## src/rtl/uart_start_detect.sv

```systemverilog
// Purpose : UART RX start-bit qualifier: synchronise rx_i, sample on tick_i, confirm a start bit after
//           MIN_LOW low samples that follow IDLE_HIGH high samples, flag aborted low runs, lock until re-armed.
// Latency : rx_i edge -> sample after SYNC_STAGES clocks plus wait for next tick; start_o/false_start_o are
//           registered, 1 clk after the qualifying tick; armed_o/locked_o valid the cycle after a transition.
// Backpressure: none; the RX frame engine holds the detector in LOCKED until it pulses rearm_i.
//
// Ports:
//   clk_i         system clock, rising edge
//   rst_ni        asynchronous active-low reset
//   enable_i      detector enable; low holds the FSM in IDLE_WAIT (sync chain keeps running)
//   tick_i        oversample strobe, OVERSAMPLE per bit
//   rx_i          raw serial line, idle high, asynchronous
//   rearm_i       pulse from frame engine releasing LOCKED
//   start_o       pulse: start bit confirmed
//   false_start_o pulse: low run ended before MIN_LOW samples
//   armed_o       level: ARMED or QUALIFY
//   locked_o      level: LOCKED
//
// Build option: define UART_START_MAJORITY_EN to filter samples through a 2-of-3 majority vote
// (one extra tick of detection latency, single-tick glitches are absorbed).

`timescale 1ns/1ps

module uart_start_detect #(
    parameter int OVERSAMPLE  = 16,
    parameter int MIN_LOW     = 8,
    parameter int IDLE_HIGH   = 4,
    parameter int SYNC_STAGES = 2
) (
    input  logic clk_i,
    input  logic rst_ni,
    input  logic enable_i,
    input  logic tick_i,
    input  logic rx_i,
    input  logic rearm_i,
    output logic start_o,
    output logic false_start_o,
    output logic armed_o,
    output logic locked_o
);

    localparam int CW = $clog2(OVERSAMPLE + 1);
    localparam logic [CW-1:0] CNT_MAX  = CW'(OVERSAMPLE);
    localparam logic [CW-1:0] IDLE_TGT = CW'(IDLE_HIGH);
    localparam logic [CW-1:0] LOW_TGT  = CW'(MIN_LOW);

    typedef enum logic [1:0] {
        IDLE_WAIT = 2'd0,
        ARMED     = 2'd1,
        QUALIFY   = 2'd2,
        LOCKED    = 2'd3
    } state_t;

    // ------------------------------------------------------------------
    // Input synchroniser; resets to all ones so the line looks idle.
    // ------------------------------------------------------------------
    logic [SYNC_STAGES-1:0] sync_q;
    logic                   sync_out;

    always_ff @(posedge clk_i or negedge rst_ni) begin
        if (!rst_ni) begin
            sync_q <= '1;
        end else begin
            sync_q <= {sync_q[SYNC_STAGES-2:0], rx_i};
        end
    end

    assign sync_out = sync_q[SYNC_STAGES-1];

    // ------------------------------------------------------------------
    // Sample selection
    // ------------------------------------------------------------------
    logic s;

`ifdef UART_START_MAJORITY_EN
    // Three-sample window: the two previous tick samples held in hist_q plus
    // the sample taken on the current tick. The vote therefore trails the
    // line by one tick, and an isolated opposite sample is always outvoted.
    logic [1:0] hist_q;

    always_ff @(posedge clk_i or negedge rst_ni) begin
        if (!rst_ni) begin
            hist_q <= 2'b11;
        end else if (tick_i) begin
            hist_q <= {hist_q[0], sync_out};
        end
    end

    assign s = (hist_q[1] & hist_q[0]) | (hist_q[1] & sync_out) | (hist_q[0] & sync_out);
`else
    assign s = sync_out;
`endif

    // ------------------------------------------------------------------
    // FSM
    // ------------------------------------------------------------------
    state_t          state_q, state_d;
    logic [CW-1:0]   cnt_q, cnt_d, cnt_inc;
    logic            start_d, false_d, armed_d, locked_d;

    // Counter saturates rather than wrapping.
    assign cnt_inc = (cnt_q == CNT_MAX) ? cnt_q : cnt_q + CW'(1);

    always_ff @(posedge clk_i or negedge rst_ni) begin
        if (!rst_ni) begin
            state_q       <= IDLE_WAIT;
            cnt_q         <= '0;
            start_o       <= 1'b0;
            false_start_o <= 1'b0;
            armed_o       <= 1'b0;
            locked_o      <= 1'b0;
        end else begin
            state_q       <= state_d;
            cnt_q         <= cnt_d;
            start_o       <= start_d;
            false_start_o <= false_d;
            armed_o       <= armed_d;
            locked_o      <= locked_d;
        end
    end

    always_comb begin
        state_d = state_q;
        cnt_d   = cnt_q;
        start_d = 1'b0;
        false_d = 1'b0;

        if (!enable_i) begin
            // Disable drops everything; qualification restarts from scratch.
            state_d = IDLE_WAIT;
            cnt_d   = '0;
        end else begin
            unique case (state_q)
                IDLE_WAIT: begin
                    if (tick_i) begin
                        if (s) begin
                            if (cnt_inc >= IDLE_TGT) begin
                                state_d = ARMED;
                                cnt_d   = '0;
                            end else begin
                                cnt_d = cnt_inc;
                            end
                        end else begin
                            cnt_d = '0;
                        end
                    end
                end
                ARMED: begin
                    if (tick_i && !s) begin
                        // The falling sample is the first low sample of the run.
                        if (LOW_TGT <= CW'(1)) begin
                            state_d = LOCKED;
                            cnt_d   = '0;
                            start_d = 1'b1;
                        end else begin
                            state_d = QUALIFY;
                            cnt_d   = CW'(1);
                        end
                    end
                end
                QUALIFY: begin
                    if (tick_i) begin
                        if (!s) begin
                            if (cnt_inc >= LOW_TGT) begin
                                state_d = LOCKED;
                                cnt_d   = '0;
                                start_d = 1'b1;
                            end else begin
                                cnt_d = cnt_inc;
                            end
                        end else begin
                            state_d = ARMED;
                            cnt_d   = '0;
                            false_d = 1'b1;
                        end
                    end
                end
                LOCKED: begin
                    // rx and tick are ignored; a tick coinciding with rearm is dropped.
                    if (rearm_i) begin
                        state_d = IDLE_WAIT;
                        cnt_d   = '0;
                    end
                end
                default: begin
                    state_d = IDLE_WAIT;
                    cnt_d   = '0;
                end
            endcase
        end

        armed_d  = (state_d == ARMED) || (state_d == QUALIFY);
        locked_d = (state_d == LOCKED);
    end

endmodule

```

## config.mk

```make
export PLATFORM = sky130hd
export DESIGN_NAME = uart_start_detect
export DESIGN_NICKNAME = d
export VERILOG_FILES = /design/src/rtl/uart_start_detect.sv
export SDC_FILE = /design/constraint.sdc
export NUM_CORES = 1
export LEC_CHECK = 0
export CORE_MARGIN = 10
export CORE_UTILIZATION = 52
export CTS_BUF_LIST = sky130_fd_sc_hd__clkbuf_4
export DETAILED_ROUTE_END_ITERATION = 7
export PLACE_DENSITY_LB_ADDON = 0.2
export SLEW_MARGIN = 20
export SYNTH_ARGS = -nofsm -noshare
export SYNTH_HDL_FRONTEND = slang
export SYNTH_SLANG_ARGS = --single-unit
```

## constraint.sdc

```tcl
create_clock -name clk_i -period 4.6 [get_ports clk_i]
set_clock_uncertainty 0.15 [all_clocks]
set_input_delay 0.92 -clock clk_i [delete_from_list [all_inputs] [get_ports clk_i]]
set_output_delay 0.92 -clock clk_i [all_outputs]
set_load 0.005 [all_outputs]
```

==> flow_results.org, run 1 <==
** Run status
- The flow ran to the end, and the final reports show no timing, DRC or antenna violations.

** Setup path
- The worst register-to-register path has a setup slack of 2.55 ns.
- Endpoint of the lowest-slack register-to-register path :: armed_o$_DFF_PN0_
- Crit path arrival time :: 2.27 ns
- Worst stage delay on the critical path :: 0.56 ns
- Type of destination of the critical path :: flop
- Ordered cell list for the critical path :: clkdlybuf4s50_1, nand2_1, o41ai_2, ha_1
- Type of the worst setup path :: in -> reg
- In this design, the largest share of critical-path delay is due to buffers and inverters.
- For the worst flop-to-flop path, the logic depth is 6.
- The worst setup path is launched from an input port.
- Critical path origin :: enable_i
- The slowest stage of the critical path is the sky130_fd_sc_hd__clkdlybuf4s50_1 cell.
- Worst path required time :: 4.61 ns
- The worst register-to-register path begins at cnt_q[0]$_DFFE_PN0P_.
- WP buf/inv :: 1
- Crit path max fanout :: 5

** Layout
- # fillers :: 115
- Multi-input gate area :: 370 um2
- Relative to the synthesized area, the layout overhead comes to 17.5%.
- Once layout is complete, the utilization of the core stands at 65.0%.
- In the final layout, flip-flops and latches occupy 328 um2.
- Layout cell share with drive strength beyond 1 :: 18.7%
- Non-filler instance count after layout :: 90
- At the end of the flow, the number of nets in the layout was 85.
- 0 antenna diodes ended up in the layout.

** Placed design
- Detailed placement finished with a half-perimeter wire length of between 1000 and 1500 um.
- Before CTS, the worst setup slack after placement is 2.03 ns.
- Number of buffers inserted by port buffering :: 9
- Routability-driven placement finished with a final weighted congestion of a little over 0.8.
- Total instance count after detailed placement :: 86

** Global route
- The number of antenna violations at the first check in global routing was 0.
- Total gr overflow :: 0
- The via count of the first global-routing pass is approximately 560.
- Maximum number of pins on one net before global-route repair :: 14
- Total global routing track utilization :: between 9 and 10%
- Global-route wire length before repair :: 2550 um

** CTS
- The root buffer cell chosen for the clock tree is sky130_fd_sc_hd__clkbuf_4.
- Clock sinks :: 13
- TritonCTS built the clock tree.
- Maximum clock insertion buffer count :: 2
- Count of buffers added by post-CTS timing repair for setup :: 0
- Clock latency on the worst-skew pair :: 0.28 ns
- Clock-pin slew was measured on the worst setup and hold paths at 0.08 ns.
- Number of levels the H-tree was split into :: 1
- Number of clock buffers inserted by TritonCTS :: 3
- Hold_buf cts :: 0
- Post-CTS repair changed the size of 0 cells.

** Logic synthesis
- Sequential element share of the synthesized area :: roughly 45%
- Top FF cell, synth :: sky130_fd_sc_hd__dfrtp_1
- Post-synthesis cell type count :: 34
- Leading area contributor after synthesis :: sky130_fd_sc_hd__dfrtp_1
- After synthesis, the mean cell area works out to approximately 11 um2.
- Counting flops and latches in the post-synthesis netlist gives 13.
- Yosys mapped a number of flops with a built-in enable equal to 0.
- Yosys instantiated no cell more often than sky130_fd_sc_hd__dfrtp_1.
- Yosys attributes the largest share of cell area to sky130_fd_sc_hd__dfrtp_1 (38%), sky130_fd_sc_hd__dfstp_2 (7.2%), sky130_fd_sc_hd__ha_1 (5.2%).
- Number of warnings reported in the yosys synthesis log :: 0
- Most frequent cells after synthesis :: sky130_fd_sc_hd__dfrtp_1 (11), sky130_fd_sc_hd__inv_1 (5), sky130_fd_sc_hd__nand2_1 (5)
- Number of instances in the synthesized netlist :: 64
- In this run the biggest area consumer among cell types represents 37.8% of the synthesized area.
- The cell area that synthesis handed to floorplanning was approximately 730 um2.
- Share of synthesized flip-flops with an asynchronous set or reset :: 100%
- Net count after synthesis :: 73

** Min path
- Hold-critical path endpoint :: sync_q[1]$_DFF_PN1_
- Cell count of the worst hold path :: 0
- Type of the tightest min-delay check :: reg -> reg
- Critical hold path startpoint :: sync_q[0]$_DFF_PN1_

** STA
- Smallest setup slack after layout :: ~2.3 ns
- Share of the clock period used by the worst path after layout :: ~49%
- Peak Freq :: between 400 and 500 MHz
- Post-route minimum period :: 2.26 ns
- Final count of negative-setup-slack endpoints :: 0
- Final slew viol count :: 0
- Setup tns final :: 0 ns
- Setup repair after global routing left no endpoint under its margin.
- Hold is met by 0.212 ns.
- Pin slew with the least headroom to its limit :: between 0.5 and 0.6 ns
- Headroom to the max-slew limit came out at 62.0%.
- Total count of hold-check failures in the final report :: 0

** Drt
- Wire length after detailed routing :: between 1000 and 1500 um
- Number of nets still failing antenna checks after routing :: 0
- The detailed router placed 537 vias in this run.
- Detailed-route DRC error count :: 0
- In this run, the number of DRC markers left after iteration 0 of detailed routing was 1.
- 1st-pass router iterations :: 2
- Drt via density :: 5.97
- In the final routed layout, each cell accounts on average for 15.7 um.

** Run
- Across the run, the number of max-cap violations was 0.

** Pwr
- Power density over the cells :: 250 nW/um2
- The analysis attributes to cell leakage a power of 0.369 nW.
- Worst IR drop on VDD :: 0.205 mV

** Floorplanning
- Die ar. :: 3300 um2
- Row generation in the floorplan step produced 13 rows.
- Core ar. :: 1320 um2
- Ports :: 10
- Width of the die :: 57.4 um
- Initial Utilization :: 55.3%
- Die Y-Extent :: 57.4 um
==> how the worst max path moves through the flow <==
stage                              endpoint  slack (ns)  cells past startpoint
after global placement    armed_o$_DFF_PN0_        2.10                      4
after CTS                 armed_o$_DFF_PN0_        2.33                      4
after detailed placement  armed_o$_DFF_PN0_        2.03                      4
after floorplan           armed_o$_DFF_PN0_        2.71                      6
final                     armed_o$_DFF_PN0_        2.34                      4
after global routing      armed_o$_DFF_PN0_        2.23                      4
==> worst register-to-register path: cells and delay by family (launching register included) <==
family | cells | cell delay (ns)
adder cells (fa/ha/maj) | 2 | 0.54
AND/OR/NAND/NOR | 1 | 0.28
AO/OA/AOI/OAI | 3 | 0.53
flip-flops | 1 | 0.44
==> final cells by class <==
| type | count | share of cell area, % |
|---|---|---|
| Clock buffer | 4 | 3.51 |
| Inverter | 5 | 2.19 |
| Multi-Input combinational cell | 44 | 43.3 |
| Sequential cell | 13 | 38.3 |
| Tap cell | 15 | 2.19 |
| Timing Repair Buffer | 9 | 10.5 |
==> metrics by stage <==
stage                     cell area (um2)  total power, mW
after floorplan                       728            0.131
after global placement                826            0.140
after detailed placement              826            0.141
after CTS                             856            0.216
after global routing                  856            0.225
final                                 856            0.214
==> layout by cell type, fill, tap and decap left out, types with 3 or more instances in the layout <==
| master | instances |
|---|---|
| sky130_fd_sc_hd__nand2_1 | 5 |
| sky130_fd_sc_hd__clkdlybuf4s50_1 | 9 |
| sky130_fd_sc_hd__inv_1 | 5 |
| sky130_fd_sc_hd__nand4_1 | 3 |
| sky130_fd_sc_hd__a21oi_1 | 4 |
| sky130_fd_sc_hd__clkbuf_4 | 4 |
| sky130_fd_sc_hd__ha_1 | 3 |
| sky130_fd_sc_hd__dfrtp_1 | 11 |
==> power breakdown <==
part	switching, mW	total (mW)	internal, mW
combinational	0.0106	0.0192	0.00855
clock	0.0358	0.0754	0.0395
sequential	0.00232	0.119	0.117
==> metal layers <==
| layer | vias up | global-route usage (%) | wire length, um | part of all wire, % |
|---|---|---|---|---|
| li1 | 268 | - | - | - |
| met1 | 253 | 11.9 | 678 | 48 |
| met2 | 12 | 13.5 | 635 | 45 |
| met3 | 4 | 3.76 | 75 | 5.3 |
| met4 | 0 | 6.04 | 21 | 1.5 |
| met5 | - | 0 | 0 | 0 |
==> cells by family after synthesis <==
group                      count (synthesis)  share of synthesized area (%)
AOI/OAI and AO/OA                         19                           25.3
xor gates and xnor gates                   1                           1.20
adders and majority gates                  3                           5.16
buffers and inverters                      7                           4.12
DFF                                       13                           45.0
and+or+nand+nor                           21                           19.2
==> sequential cells by signal, summed over array words and instances, names as in the netlist <==
name,flops
armed_o,1
cnt_q,5
false_start_o,1
locked_o,1
start_o,1
state_q,2
sync_q,2
(Power assumes the default switching activity.)
==> inputs of run 2 (changes only) <==
--- a/config.mk
+++ b/config.mk
@@ -6,7 +6,7 @@
 export NUM_CORES = 1
 export LEC_CHECK = 0
 export CORE_MARGIN = 10
-export CORE_UTILIZATION = 52
+export CORE_UTILIZATION = 49
 export CTS_BUF_LIST = sky130_fd_sc_hd__clkbuf_4
 export DETAILED_ROUTE_END_ITERATION = 7
 export PLACE_DENSITY_LB_ADDON = 0.2
==> constraint.sdc (replaced) <==
create_clock -name clk_i -period 2.05 [get_ports clk_i]
set_clock_uncertainty 0.15 [all_clocks]
set_input_delay 0.41 -clock clk_i [delete_from_list [all_inputs] [get_ports clk_i]]
set_output_delay 0.41 -clock clk_i [all_outputs]
set_load 0.005 [all_outputs]
==> run 2 against run 1 <==
Compared with the run above: via count is 7.3% higher; sequential share of layout area decreased by 2.4 points; die area increased by 4.0%; final cell count up 5.6%; critical endpoint unchanged; largest cell class unchanged; highest routed layer unchanged.
==> flow_results.org, run 2 (synthesis gave the netlist of run 1 again) <==
** Drt
- 1st-pass router iterations :: 4
- Wire length after detailed routing :: roughly 1600 um
- Initial drt markers :: 10
- After detailed routing, the number of vias per cell comes to ~6.1.
- Total number of vias :: 576
- The detail route stage leaves a number of antenna-violating nets equal to 0.
- Routed len/inst :: 17.1 um
- Detailed-route DRC error count :: 0

** Floorplanning
- From bottom edge to top edge, the die measures 58.6 um.
- Core ar. :: 1350 um2
- Initial Utilization :: a little over half
- Measured along the x axis, the die boundary spans 58.6 um.
- Die ar. :: 3430 um2
- During I/O placement, the number of pins put on the boundary was 10.
- After floorplanning, the core was divided into 13 placement rows.

** Placed design
- Detailed Place HPWL :: around 1300 um
- Worst slack, placed :: 0.0240 ns
- The placed instances occupy a cell area of ~860 um2.
- Routability-driven placement finished with a final weighted congestion of 0.778.
- During placement, the flow inserted port buffers numbering 9.

** CTS
- The longest clock path from root to sink contains 2 buffers.
- Clock latency on the worst-skew pair :: 0.27 ns
- TritonCTS clock tree :: done
- CTS built an H-tree with a depth of 1.
- Clock slew seen by the registers of the worst setup and hold paths :: 0.07 ns
- Clock tree synthesis selected as its root buffer the cell sky130_fd_sc_hd__clkbuf_4.
- Clock tree synthesis inserted a total of 3 buffers.
- In this run, post-CTS hold repair placed 0 buffers.
- The clock drives 13 sinks.

** Setup path
- The setup path with the least slack is of type reg -> reg.
- Across all register-to-register paths, the minimum setup slack is 0.04 ns.
- Crit path max fanout :: 6
- STA classifies the critical path startpoint as a flop.
- The worst setup path is captured at a flop.
- In this design, the largest share of critical-path delay is due to compound AO/OA/AOI/OAI gates.
- WP buf/inv :: 0
- Ordered cell list for the critical path :: ha_4, and2b_4, a211oi_2, o21a_1, o41ai_2, ha_1
- Worst stage delay on the critical path :: 0.45 ns
- Worst reg-to-reg path cell count :: 6
- Worst path required time :: 2.06 ns
- Among all stages on the critical path, the largest delay is contributed by sky130_fd_sc_hd__dfrtp_2.
- Critical path depth :: 6
- Crit path arrival time :: 2.02 ns

** STA
- Pin slew with the least headroom to its limit :: 0.556 ns
- Share of the clock period used by the worst path after layout :: ~98%
- Measured against its own limit, the worst slew margin works out to 62.8%.
- For this run, the top clock speed supported by timing is 498 MHz.
- Post-route minimum period :: 2.01 ns
- Final count of negative-setup-slack endpoints :: 0
- The number of endpoints with negative hold slack in the final report came to 0.
- Setup slack closes at 0.0425 ns.
- Final slew viol count :: 0
- Setup repair after global routing could not meet its margin everywhere.
- Worst hold margin :: 0.216 ns

** Global route
- The first global-routing pass estimated around 2600 um of wire.
- The via count of the first global-routing pass is 570.
- Antenna violations before repair :: 0
- Total global routing track utilization :: about a tenth
- For this run the aggregate overflow at the end of global routing stands at 0.
- Entering global routing, the biggest net connects 14 pins.

** Layout
- Ranked by flip-flop count, first place goes to cnt_q.
- The net count of the finished layout is 90.
- Measured on the finished design, the core utilization comes to 68.2%.
- Relative to the synthesized area, the layout overhead comes to 26.5%.
- Leading registers by flop count :: cnt_q: 5 flops, state_q: 2 flops, sync_q: 2 flops
- In the layout the commonest cells are sky130_fd_sc_hd__dfrtp_1 (9), sky130_fd_sc_hd__clkdlybuf4s50_1 (9), sky130_fd_sc_hd__inv_1 (5), sky130_fd_sc_hd__nand2_1 (5), sky130_fd_sc_hd__buf_4 (5).
- The repair_antennas step left the layout with diodes totalling 0.
- The post-route netlist has 30.0% of its cells at a drive strength greater than 1.
- The register with the most flip-flops in the layout has 5 of them.
- # fillers :: 111
- The finished cells cover 921 um2.

** Min path
- Counting instances, the worst hold path has a depth of 0.
- Type of the tightest min-delay check :: reg -> reg

** Run status
- Outcome :: completed

** Pwr
- After layout, the design draws a total of 485 uW.
- Leakage power total :: 0.389 nW
- For this design the ratio of total power to cell area is roughly 530 nW/um2.
- Across the VDD grid, the largest voltage drop is 0.342 mV.

** Run
- Count of maximum capacitance violations :: 0
run 2: report_power, final:
group | switching (mW) | internal [mW] | total, mW
combinational | 0.0256 | 0.0237 | 0.0493
clock | 0.0782 | 0.0886 | 0.167
sequential | 0.00660 | 0.262 | 0.269
run 2: what timing repair did:
action | 4_1_cts | 5_1_grt
buffers inserted | 0 | 1
endpoints found under the setup margin | 0 | 1
gates resized for setup | 0 | 7
run 2: path summary, 6_finish.rpt:
kind                                 startpoint                   end
max                        cnt_q[0]$_DFFE_PN0P_     armed_o$_DFF_PN0_
min                         sync_q[0]$_DFF_PN1_   sync_q[1]$_DFF_PN1_
max reg2reg                cnt_q[0]$_DFFE_PN0P_     armed_o$_DFF_PN0_
min reg2reg                 sync_q[0]$_DFF_PN1_   sync_q[1]$_DFF_PN1_
max in group asynchronous                rst_ni  cnt_q[1]$_DFFE_PN0P_
min in group asynchronous                rst_ni     start_o$_DFF_PN0_
run 2: stage by stage:
step	setup TNS (ns)	std cells
after global routing	-0.0587	95
after global placement	0	90
after floorplan	0	64
after detailed placement	0	90
after CTS	0	94
final	0	95
run 2: layout make-up:
type | count | area, um2 | area share, %
sequential | 13 | 330 | 35.9
inverter | 5 | 18.8 | 2.04
clock buffer | 4 | 30.0 | 3.26
multi-input combinational | 44 | 395 | 42.9
timing repair buffer | 14 | 128 | 13.9
tap | 15 | 18.8 | 2.04
run 2: per-layer routing:
layer / global-route usage [%] / share of wire (%) / vias up
li1: - / - / 275
met5: 0 / 0 / -
met2: 15.9 / 53 / 17
met1: 10.7 / 40 / 282
met4: 3.02 / 0.74 / 0
met3: 3.43 / 6.2 / 2
==> inputs of run 3 (changes only) <==
--- a/config.mk
+++ b/config.mk
@@ -6,7 +6,7 @@
 export NUM_CORES = 1
 export LEC_CHECK = 0
 export CORE_MARGIN = 10
-export CORE_UTILIZATION = 49
+export CORE_UTILIZATION = 30
 export CTS_BUF_LIST = sky130_fd_sc_hd__clkbuf_4
 export DETAILED_ROUTE_END_ITERATION = 7
 export PLACE_DENSITY_LB_ADDON = 0.2
==> run 3 against run 2 <==
Compared with the run above: critical path depth unchanged; fmax grew 2.8%; clock power about the same; sequential share of layout area down 0.85 points; cell area grew 2.0%; total power is 0.54% higher; sequential power barely moved; count of clock-buffer cells in the layout unchanged; critical path type unchanged; largest cell class unchanged; highest routed layer unchanged.
==> flow_results.org, run 3 (synthesis gave the netlist of run 1 again) <==
** Placed design
- Worst slack, placed :: 0.0268 ns
- Detailed Place HPWL :: about 1200 um
- The congestion estimate from routability-driven global placement came to 0.848.
- Number of buffers inserted by port buffering :: 9

** Global route
- The number of antenna violations at the first check in global routing is 0.
- Maximum number of pins on one net before global-route repair :: 14
- Total global routing track utilization :: 6.59%
- M1 GR Usage :: 8.06%
- Global routing used 2.43% of the available met3 tracks.
- Total gr overflow :: 0
- For this run, global-route usage on met2 was measured as 9.78%.
- The via count of the first global-routing pass was 599.
- GRT Max-Usage Layer :: met2
- Global-route wire length before repair :: between 2000 and 3000 um

** STA
- The number of endpoints with negative hold slack in the final report was 0.
- For the finished layout, the period the worst path requires is 1.95 ns.
- Setup violations remaining at the end of the flow were counted as 0.
- In the post-route analysis, the smallest setup slack over all paths is slightly below 0.1 ns.
- Pin slew with the least headroom to its limit :: between 0.5 and 0.6 ns
- Unrepaired setup endpoints after global routing :: false
- Peak Freq :: 512 MHz
- For the final routed database, the setup TNS stands at 0 ns.
- In this run the tightest slew margin relative to its limit is 62.2%.
- Share of the clock period used by the worst path after layout :: roughly 95%
- Final slew viol count :: 0

** CTS
- Counting the buffers created by CTS gives 3.
- Post-CTS timing repair inserted 0 buffers for setup.
- Number of levels the H-tree was split into :: 1
- The clock passes through at most 2 buffers.
- Clock sinks :: 13
- The tree is rooted in a sky130_fd_sc_hd__clkbuf_4.
- Hold_buf cts :: 0
- Clock latency on the worst-skew pair :: 0.27 ns
- Clock slew seen by the registers of the worst setup and hold paths :: 0.08 ns
- TritonCTS built the clock tree.

** Min path
- The worst hold path passes through 0 cells.
- Hold-critical path endpoint :: sync_q[1]$_DFF_PN1_
- Critical hold path startpoint :: sync_q[0]$_DFF_PN1_
- The min-delay analysis places its worst path in the category reg -> reg.

** Run status
- The run finished with clean final reports.

** Setup path
- Along the worst path, the maximum fanout reaches 5.
- STA classifies the critical path endpoint as a flop.
- Top delay family on crit path :: compound AO/OA/AOI/OAI gates
- Slowest cell on crit path :: sky130_fd_sc_hd__dfrtp_2
- Worst reg-to-reg path cell count :: 6
- STA classifies the critical path startpoint as a flop.
- Ordered cell list for the critical path :: ha_4, and2b_4, a211oi_1, o21a_1, o41ai_4, ha_1
- Counting both buffers and inverters, the worst setup path holds a total of 0.
- Reg-to-reg slack, setup :: 0.1 ns
- STA puts the critical path data arrival time at just under 2 ns.
- Worst path required time :: 2.06 ns
- The startpoint identified for the worst register-to-register timing path is cnt_q[1]$_DFFE_PN0P_.
- The worst setup path is of the reg -> reg kind.
- The worst register-to-register path ends at armed_o$_DFF_PN0_.
- Worst stage delay on the critical path :: 0.45 ns

** Drt
- 1st-pass router iterations :: 4
- The first routing iteration left 20 violations.
- The final route contains 555 vias.
- Detailed-route DRC error count :: 0
- Wire length after detailed routing :: roughly 1500 um
- Dividing the detail-routed wire length by the instance count gives ~14 um.
- Number of nets still failing antenna checks after routing :: 0
- Drt via density :: 5.14

** Pwr
- Proportion of power drawn by the clock network :: 34.6%
- Cell Int Power :: 375 uW
- VDD sags by at most 0.325 mV.
- Fraction of power spent switching nets :: 23.0%
- Summed over all cells, the static leakage comes to 0.400 nW.
- The share of total power dissipated in sequential elements is 54.9%.
- Part of the power in combinational logic :: 10.5%
- Power density over the cells :: 519 nW/um2
- In this run the power spent charging and discharging nets is around 110 uW.

** Floorplanning
- Initial Utilization :: 32.3%
- Core ar. :: 2250 um2
- Width of the die :: a little under 70 um
- For this design the top-level I/O count stands at 10.
- Std cell rows :: 17
- The die covers 4800 um2.
- Die Y-Extent :: around 69 um

** Layout
- For this run, the post-layout net count is 90.
- Most flops, register :: cnt_q
- Flip-flop count of the largest register after layout :: 5
- Count of inserted antenna diode cells :: 0
- Most frequent standard cell in the layout excluding fill and tap cells :: sky130_fd_sc_hd__dfrtp_1
- Layout cell share with drive strength beyond 1 :: 26.3%
- Growth of design area from synthesis to finish :: 29.0%
- In the layout the commonest cells are sky130_fd_sc_hd__dfrtp_1 (10), sky130_fd_sc_hd__clkdlybuf4s50_1 (9), sky130_fd_sc_hd__inv_1 (5), sky130_fd_sc_hd__nand2_1 (5), sky130_fd_sc_hd__buf_4 (5).
- The largest registers in the layout are cnt_q: 5 flops, state_q: 2 flops, sync_q: 2 flops.

** Run
- Across the run, the number of max-cap violations was 0.
==> run 3: cell types whose count changed in the layout (fill, tap and decap cells not counted) <==
cell	change
sky130_fd_sc_hd__a211oi_2	-1
sky130_fd_sc_hd__a211oi_1	+1
sky130_fd_sc_hd__ha_1	+1
sky130_fd_sc_hd__o41ai_4	+1
sky130_fd_sc_hd__dfrtp_1	+1
sky130_fd_sc_hd__ha_2	-1
sky130_fd_sc_hd__o41ai_2	-1
sky130_fd_sc_hd__dfrtp_2	-1
==> run 3: power by group through the flow <==
stage / logic, mW / registers, mW / clock network, mW
floorplan: 0.0222 / 0.271 / 0
global placement: 0.0506 / 0.271 / 0
detailed placement: 0.0511 / 0.272 / 0
CTS: 0.0514 / 0.267 / 0.177
global route: 0.0574 / 0.269 / 0.184
finish: 0.0514 / 0.268 / 0.169
==> run 3: worst max-delay path by stage <==
stage                     cells past startpoint            startpoint                 to
after floorplan                               6  cnt_q[0]$_DFFE_PN0P_  armed_o$_DFF_PN0_
after global placement                        4              enable_i  armed_o$_DFF_PN0_
after detailed placement                      4              enable_i  armed_o$_DFF_PN0_
after CTS                                     6  cnt_q[1]$_DFFE_PN0P_  armed_o$_DFF_PN0_
after global routing                          6  cnt_q[1]$_DFFE_PN0P_  armed_o$_DFF_PN0_
final                                         6  cnt_q[1]$_DFFE_PN0P_  armed_o$_DFF_PN0_
==> run 3: area by class of cell <==
cell class / instances / area [um2]
Fill cell: 232 / 1320
Sequential cell: 13 / 329
Inverter: 5 / 18.8
Tap cell: 28 / 35.0
Clock buffer: 4 / 30.0
Timing Repair Buffer: 14 / 128
Multi-Input combinational cell: 44 / 399
==> run 3: worst reg2reg max path, delay by kind of cell, from the launching register on <==
family	cells	cell delay (ns)
fa+ha+maj	2	0.46
flops	1	0.45
simple gates	1	0.27
compound gates	3	0.51
==> run 3: repair_timing <==
action / in CTS / in global routing
endpoints found under the setup margin: 0 / 2
gates resized for setup: 0 / 5
endpoints found under the hold margin: 0 / 0
==> run 3: layer usage <==
layer | wire, um | vias to the layer above
met5 | 0 | -
met4 | 9 | 0
met3 | 103 | 2
met2 | 692 | 11
met1 | 742 | 265
li1 | - | 277
==> run 3: metrics by stage <==
stage	total power, mW	utilization, %	instances	cell area (um2)	hold slack (ns)
floorplan	0.293	-	64	728	-0.0356
global placement	0.322	39.0	104	880	0.197
detailed placement	0.323	39.0	104	880	0.204
CTS	0.496	40.3	108	910	0.215
global route	0.510	41.7	108	940	0.216
finish	0.488	41.7	108	940	0.210
